[src/rtl/redmule_mx_fp16_packer.sv]
// Packs the decoder's scalar FP16 stream into DATA_W-wide beats.
// One fill register (per-lane instances) plus one output register give two beats of buffering.

module redmule_mx_fp16_packer_lane #(
  parameter int BITW = 16
) (
  input  logic            clk_i,
  input  logic            rst_ni,
  input  logic            we_i,
  input  logic            keep_i,
  input  logic [BITW-1:0] din_i,
  output logic [BITW-1:0] beat_o
);

  logic [BITW-1:0] fill_d, fill_q;

  // beat_o bypasses the incoming element so the last lane can load the output on its own handshake edge
  always_comb begin
    fill_d = we_i ? din_i : fill_q;
    beat_o = keep_i ? fill_d : '0;
  end

  always_ff @(posedge clk_i) begin
    if (!rst_ni) fill_q <= '0;
    else         fill_q <= fill_d;
  end

endmodule

module redmule_mx_fp16_packer #(
  parameter int DATA_W = 256,
  parameter int BITW   = 16,
  parameter int ELEMS  = DATA_W / BITW
) (
  input  logic              clk_i,
  input  logic              rst_ni,
  input  logic              fp16_valid_i,
  output logic              fp16_ready_o,
  input  logic [BITW-1:0]   fp16_data_i,
  input  logic              flush_i,
  output logic              beat_valid_o,
  input  logic              beat_ready_i,
  output logic [DATA_W-1:0] beat_data_o,
  output logic [ELEMS-1:0]  beat_strb_o
);

  localparam int            CW       = $clog2(ELEMS + 1);
  localparam logic [CW-1:0] CNT_FULL = CW'(ELEMS);
  localparam logic [CW-1:0] CNT_LAST = CW'(ELEMS - 1);

  logic [CW-1:0]     cnt_d, cnt_q;
  logic              flush_pending_d, flush_pending_q;
  logic              out_valid_d, out_valid_q;
  logic [DATA_W-1:0] beat_data_d, beat_data_q;
  logic [ELEMS-1:0]  beat_strb_d, beat_strb_q;

  logic slot_free, accept, full_xfer, flush_xfer, load;
  logic [ELEMS-1:0]            lane_we, lane_keep;
  logic [ELEMS-1:0][BITW-1:0]  lane_beat;

  assign slot_free    = !out_valid_q || beat_ready_i;
  assign fp16_ready_o = rst_ni && (cnt_q < CNT_FULL) && !flush_pending_q;
  assign accept       = fp16_valid_i && fp16_ready_o;

  // A pending flush blocks input, so flush_xfer never coincides with an accept
  assign full_xfer  = slot_free && ((accept && (cnt_q == CNT_LAST)) || (cnt_q == CNT_FULL));
  assign flush_xfer = slot_free && flush_pending_q && (cnt_q != '0) && (cnt_q != CNT_FULL);
  assign load       = full_xfer || flush_xfer;

  always_comb begin
    lane_we   = '0;
    lane_keep = '0;
    for (int k = 0; k < ELEMS; k++) begin
      lane_we[k]   = accept && (cnt_q == CW'(k));
      lane_keep[k] = !flush_xfer || (CW'(k) < cnt_q);
    end
  end

  for (genvar k = 0; k < ELEMS; k++) begin : g_lane
    redmule_mx_fp16_packer_lane #(
      .BITW (BITW)
    ) u_lane (
      .clk_i  (clk_i),
      .rst_ni (rst_ni),
      .we_i   (lane_we[k]),
      .keep_i (lane_keep[k]),
      .din_i  (fp16_data_i),
      .beat_o (lane_beat[k])
    );
  end

  always_comb begin
    cnt_d = cnt_q;
    if (load)        cnt_d = '0;
    else if (accept) cnt_d = (cnt_q == CNT_LAST) ? CNT_FULL : cnt_q + CW'(1);
  end

  // A flush arriving while one is already pending is absorbed; clearing wins
  always_comb begin
    flush_pending_d = flush_pending_q;
    if (flush_pending_q) begin
      if (flush_xfer || (cnt_q == '0)) flush_pending_d = 1'b0;
    end else if (flush_i) begin
      flush_pending_d = 1'b1;
    end
  end

  always_comb begin
    out_valid_d = out_valid_q && !beat_ready_i;
    beat_data_d = beat_data_q;
    beat_strb_d = beat_strb_q;
    if (load) begin
      out_valid_d = 1'b1;
      beat_data_d = lane_beat;
      beat_strb_d = lane_keep;
    end
  end

  always_ff @(posedge clk_i) begin
    if (!rst_ni) begin
      cnt_q           <= '0;
      flush_pending_q <= 1'b0;
      out_valid_q     <= 1'b0;
      beat_data_q     <= '0;
      beat_strb_q     <= '0;
    end else begin
      cnt_q           <= cnt_d;
      flush_pending_q <= flush_pending_d;
      out_valid_q     <= out_valid_d;
      beat_data_q     <= beat_data_d;
      beat_strb_q     <= beat_strb_d;
    end
  end

  assign beat_valid_o = out_valid_q;
  assign beat_data_o  = beat_data_q;
  assign beat_strb_o  = beat_strb_q;

endmodule

[config.mk]
export PLATFORM = sky130hd
export DESIGN_NAME = redmule_mx_fp16_packer
export DESIGN_NICKNAME = d
export VERILOG_FILES = /design/src/rtl/redmule_mx_fp16_packer.sv
export SDC_FILE = /design/constraint.sdc
export NUM_CORES = 1
export LEC_CHECK = 0
export CORE_MARGIN = 3
export CORE_UTILIZATION = 35
export DETAILED_ROUTE_END_ITERATION = 10
export SLEW_MARGIN = 20
export SYNTH_ARGS = -nofsm -noshare
export SYNTH_HDL_FRONTEND = slang
export SYNTH_SLANG_ARGS = --single-unit
[constraint.sdc]
create_clock -name clk_i -period 7.8 [get_ports clk_i]
set_input_delay 1.56 -clock clk_i [delete_from_list [all_inputs] [get_ports clk_i]]
set_output_delay 1.56 -clock clk_i [all_outputs]
set_load 0.1 [all_outputs]
# == After elaboration in Yosys (flattened, before gate mapping) ==
# Index checks and enable logic that the tools add are counted.
# word_totals
latch_bits,0
reg_bits,535
mem_bits_ro,0
inputBits,21
memories,0
ram_bits,0
word_cells,145
out_inout_bits,274
# classes
n_div,0
eq_ne,17
add_sub_neg,1
mul,0
magnitude_cmp,17
shifts,0
n_mux,37
n_bitwise,1
n_reduce_logical,51
# ops
operator,n
16-bit two-way mux,32
5-bit by 4-bit equality test with 1-bit output (second input constant),8
4-bit by 5-bit < comparator with 1-bit output (first input constant),8
1-bit logical AND,24
5-bit by 3-bit equality test with 1-bit output (second input constant),4
1-bit logical OR,20
3-bit by 5-bit < comparator with 1-bit output (first input constant),4
5-bit by 2-bit equality test with 1-bit output (second input constant),2
1-bit by 5-bit < comparator with 1-bit output (first input constant),2
2-bit by 5-bit < comparator with 1-bit output (first input constant),2
5-bit by 1-bit adder with 5-bit output (second input constant),1
5-bit by 1-bit equality test with 1-bit output (second input constant),1
5-bit equality test (second input constant),1
5-bit zero test,1
5-bit < comparator (second input constant),1
5-bit two-way mux,1
5-bit inequality test (second input constant),1
5-bit nonzero test,1
1-bit zero test,4
1-bit two-way mux,4
2-bit OR reduction,1
1-bit NOT,1

# == Longest topological paths before layout ==
# logic_depth
ltp_word,9
depth_mapped,11
mapped_depth_nobuf,6

# == By module ==
# A second synthesis with hierarchy kept.
# unflattened
cells_unflattened,3021
hier_area_um2,27009.7
# by_module_without_submodules
module,seq_area_each_um2,area_each_um2,instances,cells_each
redmule_mx_fp16_packer,5585.4,15498.6,1,1933
redmule_mx_fp16_packer_lane,320.3,719.4,16,68

# == Worst setup path after synthesis ==
# OpenSTA, ideal clock, no wires.
# synth_path
path_kind,input-to-output
start,input port rst_ni
end,output port fp16_ready_o
path_slack_ns,1.994
n_path_buf,3
t_required_ns,6.240
stages,5
arrival_ns,4.246
cell_sequence,buf_2 > inv_1 > clkbuf_1 > clkbuf_1 > nor3_1
# synth_via
elab_chain_len,2
# synth_rtl
item,line_no,rtl
from (decl),36,"input logic rst_ni,"
1-bit logical AND (2 in series),62,assign fp16_ready_o = rst_ni && (cnt_q < CNT_FULL) && !flush_pending_q;
to (decl),38,"output logic fp16_ready_o,"
# Every way passes these cells.

# == Final worst setup path ==
# Ends and elaborated chain as after synthesis.

==> run metrics <==
Routed Antenna Nets=0; Num CTS Buffers=58; Starting Density=35.7%; part of the Yosys area used for sequential elements=49.3%; PwrDens=243 mW/mm²; half-perimeter wire length after placement=45900 µm; largest net degree at the start of global routing=173; most common cell after layout, fill and taps aside=dfxtp_1; Synth Cell Area=0.0217 mm²; P_leak=10.5 nW; Horiz. Die Dim=255 µm; FMAX=0.179 GHz; Hold Path Class=register to register; Netlist cell types=66; slowest CP cell=clkdlybuf4s50_1; Worst Slack Setup Final=2.22 ns; Reg2Reg Depth=8; initial antenna violation count=0; final WL=75600 µm; critical path class=input port to primary output; Worst-Margin Slew=1.13 ns; status=completed; Global Route Usage Sum=22.3%; relative slew slack=24.2%; CTS-repair resized insts=0; fraction of layout instances using a drive strength above 1=12.1%; Final min period=5.58 ns; Pre-Repair DR Iteration Count=5; crit path capture=fp16_ready_o; Core Region=0.0609 mm²; Critical Path Max Stage Delay=1.26 ns; commonest non-fill, non-tap cells in the layout=535 x dfxtp_1, 289 x clkdlybuf4s50_1, 255 x a21oi_1; syn nets=2421; worst hold path depth=2; Buf/Inv on CP=3; Ports=295; routability cong.=0.792; Setup-failing EPs final=0; DR iter-0 viols=1635; worst setup path startpoint=rst_ni; Critical Path RT=6.24 ns; final total power=6.54 mW; CTS clk-pin slew, worst paths=0.06 ns; maximum fanout along the worst path=102; yosys warns=0; H-tree levels=2; Mapped Avg Cell Area=9.06 µm²; FF-to-FF Start=cnt_q[0]$_SDFFE_PP0P_; row count=90; reg2reg end=beat_data_o[193]$_SDFFE_PN0P_; peak supply drop=185 µV; nets=2544; die area=0.0651 mm²; first-pass GRT wire length=112000 µm; Slew Limit Fails=0; crit-path cells=clkbuf_8, clkinv_2, nor3_1, clkdlybuf4s50_1; register bit total from synthesis=535; CP Capture Type=primary output; CTS Hold Bufs=0; Worst-Skew Late Latency=0.62 ns; flop2flop setup slack=3.75 ns; WL/cell=22.3 µm; CP Depth=4; MaxCap Viol Count=0; skew final=0.0183 ns; clk sinks=535; Synth Flop Type=dfxtp_1; via count=19200; final hold violations=0; CP delay by family, top=buffers and inverters; EDFF count, synth=0; post-route setup TNS=0 ns; area grow syn2layout=23.9%; Critical Path Start Type=input port; RSZ-0062 raised after global routing=false; DIE HEIGHT=255 µm; Residual DRC=0; DP Worst Slack=2.27 ns; WP data arrival=4.02 ns; CTS Root Cell=clkbuf_16; # port buffers=294; fraction of registers with async set/reset=0%; post-CTS setup buffers=0; TritonCTS clock tree=built; grt ovf=0; # fillers=5774; cells after synthesis=2397; Tcrit/Tclk final=71.6%; vias per cell=5.65; vias in the first global route=18200; clk buf depth=3
worst min-delay path: stages (launching register included):
cell and delay (ns):
dfxtp_1 0.31, nand2_1 0.05, mux2i_1 0.05
worst min path at each step:
stage / from / endpoint / slack (ns)
5_1_grt: beat_data_o[101]$_SDFFE_PN0P_ / beat_data_o[101]$_SDFFE_PN0P_ / 0.47
6_report: beat_data_o[44]$_SDFFE_PN0P_ / beat_data_o[44]$_SDFFE_PN0P_ / 0.46
3_3_place_gp: beat_strb_o[15]$_SDFFE_PN0P_ / beat_strb_o[15]$_SDFFE_PN0P_ / 0.44
3_5_place_dp: beat_data_o[44]$_SDFFE_PN0P_ / beat_data_o[44]$_SDFFE_PN0P_ / 0.46
2_1_floorplan: g_lane[13].u_lane.fill_q[11]$_SDFF_PN0_ / g_lane[13].u_lane.fill_q[11]$_SDFF_PN0_ / 0.46
4_1_cts: beat_data_o[44]$_SDFFE_PN0P_ / beat_data_o[44]$_SDFFE_PN0P_ / 0.46
layer usage:
metal  track usage [%]  part of all wire (%)  up-vias
met4              7.10                   2.8        0
met5                 0                     0        -
met2              35.0                    45      734
li1                  -                     -     9000
met3              4.32                   7.5      132
met1              30.8                    44     9337
logic make-up (layout without fill, tap and decap cells):
kind of cell	after synthesis	count (layout)	synth area share, %
fa+ha+maj	3	3	0.173
xor+xnor	1	1	0.0403
compound gates	871	871	26.7
simple gates	681	681	16.3
flops	535	535	49.3
mux	31	31	1.43
other cells	0	1	0
buf+inv	275	447	6.10
per-stage QoR:
step | area (µm²) | instances | utilization (%) | hold slack [ns]
3_3_place_gp | 24800 | 3288 | 40.7 | 0.439
6_report | 26900 | 3398 | 44.2 | 0.460
3_5_place_dp | 24800 | 3288 | 40.7 | 0.455
5_1_grt | 26900 | 3397 | 44.2 | 0.474
2_1_floorplan | 21700 | 2397 | - | 0.459
4_1_cts | 26900 | 3397 | 44.2 | 0.465
final cells by class:
cell class	instances	area (µm²)	share of cell area, %
flip-flops and latches	535	10700	39.8
multi-input cells	1587	9810	36.4
repair buffers	329	3220	12.0
clock buffers	73	1610	5.98
well taps	828	1040	3.85
clock inverters	36	499	1.85
inverters	9	35.0	0.130
diodes	1	2.50	0.00930
Yosys cell counts, drive strengths merged (6+ instances only):
| cell | n | area [µm²] |
|---|---|---|
| a21boi | 25 | 188 |
| a21oi | 257 | 1290 |
| a221oi | 36 | 315 |
| a2bb2oi | 141 | 1230 |
| and3 | 20 | 125 |
| buf | 103 | 674 |
| clkbuf | 163 | 617 |
| dfxtp | 535 | 10700 |
| inv | 9 | 33.8 |
| mux2i | 31 | 310 |
| nand2 | 218 | 818 |
| nand3 | 76 | 380 |
| nand4 | 15 | 93.8 |
| nor2 | 6 | 25.0 |
| nor3 | 151 | 756 |
| nor4 | 6 | 37.5 |
| o211a | 6 | 60.1 |
| o211ai | 16 | 120 |
| o21a | 38 | 285 |
| o21ai | 184 | 921 |
| o221ai | 12 | 105 |
| o22a | 84 | 736 |
| o22ai | 36 | 225 |
| o311ai | 7 | 61.3 |
| o31a | 6 | 52.6 |
| or2 | 143 | 895 |
registers in the layout, indices dropped and copies added, names as in the netlist:
| signal | cells |
|---|---|
| beat_strb_o | 16 |
| flush_pending_q | 1 |
| cnt_q | 5 |
| g_lane.u_lane.fill_q | 256 |
| beat_valid_o | 1 |
| beat_data_o | 256 |
where the power goes:
group	internal (mW)	switching, mW
Combinational	0.150	0.562
Sequential	2.78	0.0355
Clock	1.83	1.18
Total	4.76	1.78
Power figures use the tool's default switching activity.
